### config.mk
export PLATFORM = sky130hd
export DESIGN_NAME = rr_mux_reg
export DESIGN_NICKNAME = d
export VERILOG_FILES = /design/src/rtl/rr_mux_reg.sv
export SDC_FILE = /design/constraint.sdc
export NUM_CORES = 1
export LEC_CHECK = 0
export CORE_ASPECT_RATIO = 1.1
export CORE_MARGIN = 4
export CORE_UTILIZATION = 55
export DETAILED_ROUTE_END_ITERATION = 6
export DONT_BUFFER_PORTS = 1
export PLACE_DENSITY_LB_ADDON = 0.12
export SYNTH_ARGS = -nofsm -noshare
export SYNTH_HDL_FRONTEND = slang
export SYNTH_SLANG_ARGS = --single-unit
export TNS_END_PERCENT = 10
### constraint.sdc
create_clock -name clk -period 4.65 [get_ports clk]
set_clock_uncertainty 0.2 [all_clocks]
set_input_delay 0.2325 -clock clk [delete_from_list [all_inputs] [get_ports clk]]
set_output_delay 0.2325 -clock clk [all_outputs]
set_load 0.005 [all_outputs]
### src/rtl/rr_mux_reg.sv
// Registered N-channel round-robin multiplexer with valid/ready on every input and the output.
// Optional build macro RR_MUX_FORCE_EN adds force_en/force_sel to pin the grant to one channel.
module rr_mux_reg #(
    parameter int unsigned WIDTH = 32,
    parameter int unsigned NCH   = 4,
    parameter int unsigned SELW  = 2
) (
    input  logic                 clk,
    input  logic                 rst_n,
    input  logic [NCH-1:0]       in_valid,
    input  logic [NCH*WIDTH-1:0] in_data,
    output logic [NCH-1:0]       in_ready,
    output logic                 out_valid,
    output logic [WIDTH-1:0]     out_data,
    output logic [SELW-1:0]      out_sel,
    input  logic                 out_ready
`ifdef RR_MUX_FORCE_EN
    ,
    input  logic                 force_en,
    input  logic [SELW-1:0]      force_sel
`endif
);

    logic [SELW-1:0]  last_q;
    logic [SELW:0]    cand;
    logic             rr_found;
    logic [SELW-1:0]  rr_idx;
    logic             gnt_found;
    logic [SELW-1:0]  gnt_idx;
    logic             forced;
    logic             load;
    logic             xfer;
    logic [WIDTH-1:0] sel_data;

    // Rotating search from last_q+1; one extra bit so the wrap works for any NCH.
    always_comb begin
        rr_found = 1'b0;
        rr_idx   = '0;
        cand     = '0;
        for (int unsigned k = 1; k <= NCH; k++) begin
            cand = {1'b0, last_q} + (SELW+1)'(k);
            if (cand >= (SELW+1)'(NCH)) begin
                cand = cand - (SELW+1)'(NCH);
            end
            if (!rr_found && in_valid[cand[SELW-1:0]]) begin
                rr_found = 1'b1;
                rr_idx   = cand[SELW-1:0];
            end
        end
    end

    always_comb begin
`ifdef RR_MUX_FORCE_EN
        if (force_en) begin
            gnt_found = ({1'b0, force_sel} < (SELW+1)'(NCH)) && in_valid[force_sel];
            gnt_idx   = force_sel;
            forced    = 1'b1;
        end else begin
            gnt_found = rr_found;
            gnt_idx   = rr_idx;
            forced    = 1'b0;
        end
`else
        gnt_found = rr_found;
        gnt_idx   = rr_idx;
        forced    = 1'b0;
`endif
    end

    // Single-entry output slot: refillable whenever it is empty or draining this cycle.
    assign load = ~out_valid | out_ready;
    assign xfer = load & gnt_found & rst_n;

    always_comb begin
        in_ready = '0;
        if (xfer) begin
            in_ready[gnt_idx] = 1'b1;
        end
    end

    always_comb begin
        sel_data = '0;
        for (int unsigned i = 0; i < NCH; i++) begin
            if (gnt_idx == SELW'(i)) begin
                sel_data = in_data[i*WIDTH +: WIDTH];
            end
        end
    end

    always_ff @(posedge clk) begin
        if (!rst_n) begin
            out_valid <= 1'b0;
            out_data  <= '0;
            out_sel   <= '0;
            last_q    <= SELW'(NCH - 1);
        end else if (xfer) begin
            out_valid <= 1'b1;
            out_data  <= sel_data;
            out_sel   <= gnt_idx;
            if (!forced) begin
                last_q <= gnt_idx;
            end
        end else if (out_ready) begin
            out_valid <= 1'b0;
        end
    end

endmodule
==> results.tsv, run 1 <==
metric	value	unit
outcome	complete, no violations	
GPL Wtd Cong	0.710	
Worst Setup Path Type	in -> reg	
die width	71.4	um
most frequent cells in the layout	64 x mux2i_1, 37 x dfxtp_1, 32 x mux2_2, 32 x nand3_1, 19 x o21ai_0	
Lkg Pwr	1.00	nW
Flop pwr share	0.444	
# diodes	0	
Slew HR	0.513	
Sw Ratio	0.303	
power per standard cell area	370	mW/mm2
Final period util	0.537	
# DRC	0	
share of cells above drive strength 1	0.204	
placed inst area	0.00238	mm2
H-tree levels	2	
Worst Path Max Fanout	21	
Clock transition at path regs	70	ps
antenna viol nets, final	0	
final wirelength	5.34	mm
Setup Buffers After CTS	0	
Register Area	741	um2
vias per inst	5.96	
Worst setup EP type	flop	
critical path data arrival time	2500	ps
Finished Cell Area	0.00251	mm2
setup ws final	2150	ps
root cell of the clock tree	clkbuf_8	
Worst Tran Pin Value	731	ps
die area	0.00555	mm2
Seq/Total Area, Yosys	0.305	
Crit. Startpoint	in_valid[1]	
first-pass GRT wire length	7.95	mm
min-delay src	rst_n	
Rows	25	
cts bufs inserted	5	
Pre-antenna DRT Iters	4	
commonest non-fill, non-tap cell in the layout	mux2i_1	
Psw	0.282	mW
IO buf count	0	
DR vias	1781	
CP Launch Type	input port	
DR iter-0 viols	56	
fill count	395	
area added between synthesis and finish	3.29	%
register bit total from synthesis	37	
combinational fraction of design power	0.319	
internal power	0.647	mW
Peak VDD IR	0.000164	V
post-CTS resize count	0	
Pwr Total	0.929	mW
CTS tree	yes	
Detail Placement HPWL	3.99	mm
Avg Cell Area, Syn	9.61	um2
Core Footprint	0.00429	mm2
Max Slew Vio Count	0	
clock share of power	0.237	
Hold WS	61.4	ps
GRT Util Overall	0.177	
f_max	0.401	GHz
Ports	174	
Worst-Skew Late Latency	280	ps
post-route setup TNS	0	ps
yosys warns	0	
final hold violations	0	
Mapped Nets	388	
Tightest Hold Check Type	in -> reg	
dpl ws	2180	ps
initial antenna violation count	0	
Die H	77.7	um
MaxCap Viol Count	0	
synth unique cells	26	
Post-Syn Area	0.00243	mm2
Multi-input gate area	0.00153	mm2
worst r2r src	last_q[0]$_SDFFE_PN1P_	
Final Setup Violations	0	
starting density of the core	0.568	
buffer depth of the longest clock path	2	
largest net degree at the start of global routing	61	
RSZ-0062 raised after global routing	no	
min Tclk post-route	2500	ps
Worst EP required	4650	ps
clk sink count	37	
cell count after synthesis	253	
Nets	380	
number of global-route vias before repair	1696	
WL per Instance	17.9	um
grt total ovfl	0	
-- layout make-up --
cell class              instances  share of cell area
clock buffers                   7              0.0344
well taps                      54              0.0269
inverters                       2             0.00299
flip-flops and latches         37               0.295
multi-input cells             191               0.609
repair buffers                  8              0.0319
-- power by group through the flow --
stage	combinational, mW	sequential [mW]	clock [mW]
floorplan	0.289	0.406	0
global placement	0.289	0.420	0
detailed placement	0.293	0.420	0
CTS	0.301	0.414	0.228
global route	0.331	0.420	0.240
finish	0.296	0.412	0.220
-- per-stage QoR --
| stage | instances | util |
|---|---|---|
| finish | 299 | 0.586 |
| global route | 299 | 0.586 |
| CTS | 299 | 0.586 |
| detailed placement | 288 | 0.554 |
| global placement | 288 | 0.554 |
| floorplan | 253 | - |
-- cell families (layout without fill, tap and decap cells) --
group	Yosys count	count (layout)	synth area share
simple gates	53	53	0.109
flops	37	37	0.305
buf+inv	25	17	0.0715
mux	96	96	0.412
compound gates	42	42	0.103
-- worst paths after layout --
kind / to / slack (ps) / depth (start not counted)
max: out_data[18]$_SDFFE_PN0P_ / 2150 / 7
min: out_data[6]$_SDFFE_PN0P_ / 60 / 2
max reg2reg: out_data[18]$_SDFFE_PN0P_ / 2240 / 6
min reg2reg: out_sel[1]$_SDFFE_PN0P_ / 280 / 2
-- critical path, stage by stage --
cell and delay, ps:
dlygate4sd3_1 540, nor2_1 60, nor3_1 140, a211o_1 610, buf_4 380, mux2_2 370
o21ai_0 150
-- sequential cells by signal, summed over array words and instances (netlist names) --
| register | count |
|---|---|
| last_q | 2 |
| out_sel | 2 |
| out_data | 32 |
| out_valid | 1 |
-- Yosys cell counts --
library cell,n,share of area
a211o_1,1,0.0036
a211oi_2,1,0.0051
a21oi_1,2,0.0041
a31oi_1,1,0.0026
and3_1,2,0.0051
buf_1,1,0.0015
buf_12,2,0.016
buf_2,2,0.0041
buf_4,2,0.0062
buf_6,5,0.023
clkbuf_1,11,0.017
dfxtp_1,37,0.30
inv_1,2,0.0031
mux2_2,32,0.15
mux2i_1,64,0.26
nand2_1,4,0.0062
nand2b_1,4,0.010
nand3_1,33,0.068
nor2_1,6,0.0093
nor3_1,2,0.0041
nor3b_1,2,0.0062
o21a_1,1,0.0031
o21ai_0,19,0.039
o21ai_1,10,0.021
o21ai_2,5,0.018
o22a_1,2,0.0072
-- layer usage --
layer	GRT usage	routed length, um
met1	0.202	2000
met2	0.302	2650
met3	0.0635	643
met4	0.0620	46
met5	0	0
-- what timing repair did --
action	in CTS	in global routing
endpoints found under the hold margin	37	0
endpoints found under the setup margin	0	0
hold buffers	4	0
No activity file was read; power rests on OpenSTA's default activity.
==> run 2: changes to the inputs <==
ABC_AREA = 1   (was default)
clock period = 2.37 ns   (was 4.65 ns; I/O delays follow)
==> run 2 against run 1 <==
  * The run now fails in clock tree synthesis
  * Synthesized area increased by 5.0%
  * Synthesized cell count grew 70%
==> results.tsv, run 2 <==
metric	value	unit
register bit total from synthesis	37	
starting density of the core	0.583	
top post-synthesis cells by area	dfxtp_1 29%, nand2_1 26%, nand4_1 7.6%	
cts bufs inserted	5	
count leader, synth	nand2_1	
Setup Buffers After CTS	0	
outcome	did not finish	
buffer depth of the longest clock path	2	
number of flops mapped to enable cells by yosys	0	
yosys warns	0	
Detail Placement HPWL	6.00	mm
Seq/Total Area, Yosys	0.290	
cts hold-fix bufs	101	
GPL Wtd Cong	0.852	
Mapped Nets	564	
Ports	174	
Post-Syn Area	0.00255	mm2
Main synth FF type	dfxtp_1	
Rows	25	
Die H	79.5	um
H-tree levels	2	
Avg Cell Area, Syn	5.96	um2
placed inst area	0.00262	mm2
cell taking the most area after synthesis	dfxtp_1	
Last stage	clock tree synthesis	
first error	[ERROR RSZ-0060] Max buffer count reached.	
Async SR Flop Fraction	0	
IO buf count	0	
die width	73.0	um
synth unique cells	23	
clk sink count	37	
area share of the largest cell type after synthesis	0.290	
post-CTS resize count	1	
Post-synth top cells	178 x nand2_1, 37 x dfxtp_1, 35 x nand3_1, 31 x nand4_1, 27 x nor2_1	
root cell of the clock tree	clkbuf_8	
cell count after synthesis	429	
==> run 2: changes by cell type after synthesis, moves of 19 or more <==
cell,previous run,this run
a21oi_1,2,24
inv_1,2,21
mux2_2,32,0
mux2i_1,64,0
nand2_1,4,178
nand4_1,0,31
nor2_1,6,27
==> run 2: cells by family after synthesis <==
group	after synthesis	synth area share
buffers and inverters	52	0.0989
AO/OA/AOI/OAI	48	0.0940
AND/OR/NAND/NOR	292	0.517
flip-flops	37	0.290
==> run 2: stage by stage <==
stage	std cells	hold slack [ps]	setup slack, ps	utilization	setup TNS [ps]
2_1_floorplan	429	78.5	350	-	0
3_3_place_gp	475	55.3	45.5	0.597	0
3_5_place_dp	475	61.0	-52.0	0.597	-619
==> run 3: changes to the inputs <==
CORE_ASPECT_RATIO = default   (was 1.1)
CORE_UTILIZATION = 40   (was 55)
PLACE_DENSITY_LB_ADDON = 0.15   (was 0.12)
==> run 3 against run 2 <==
  * The run again fails in clock tree synthesis
  * Synthesized area unchanged
  * Synthesized cell count unchanged
==> results.tsv, run 3 <==
metric	value	unit
cell count after synthesis	429	
cell taking the most area after synthesis	dfxtp_1	
synth unique cells	23	
Die H	87.9	um
Last stage	clock tree synthesis	
Post-synth top cells	178 x nand2_1, 37 x dfxtp_1, 35 x nand3_1, 31 x nand4_1, 27 x nor2_1	
GPL Wtd Cong	0.861	
cts hold-fix bufs	102	
clk sink count	37	
register bit total from synthesis	37	
number of flops mapped to enable cells by yosys	0	
H-tree levels	2	
placed cells	497	
Mapped Nets	564	
die width	87.9	um
starting density of the core	0.422	
Avg Cell Area, Syn	5.96	um2
first error	[ERROR RSZ-0060] Max buffer count reached.	
Post-Syn Area	0.00255	mm2
Main synth FF type	dfxtp_1	
Rows	28	
Detail Placement HPWL	6.31	mm
top post-synthesis cells by area	dfxtp_1 29%, nand2_1 26%, nand4_1 7.6%	
count leader, synth	nand2_1	
cts bufs inserted	5	
Seq/Total Area, Yosys	0.290	
buffer depth of the longest clock path	2	
root cell of the clock tree	clkbuf_8	
Async SR Flop Fraction	0	
post-CTS resize count	3	
IO buf count	0	
outcome	did not finish	
yosys warns	0	
dpl ws	-81.0	ps
Ports	174	
area share of the largest cell type after synthesis	0.290	
Setup Buffers After CTS	0	
run 3: cell counts after synthesis:
No cell type changed its count.
run 3: kinds of logic after synthesis:
group           after synthesis  share of synthesized area
simple gates                292                      0.517
buf+inv                      52                     0.0989
compound gates               48                     0.0940
flops                        37                      0.290
run 3: metrics by stage:
step	area, um2	util	setup TNS, ps
global placement	2650	0.437	0
floorplan	2550	-	0
detailed placement	2650	0.437	-858
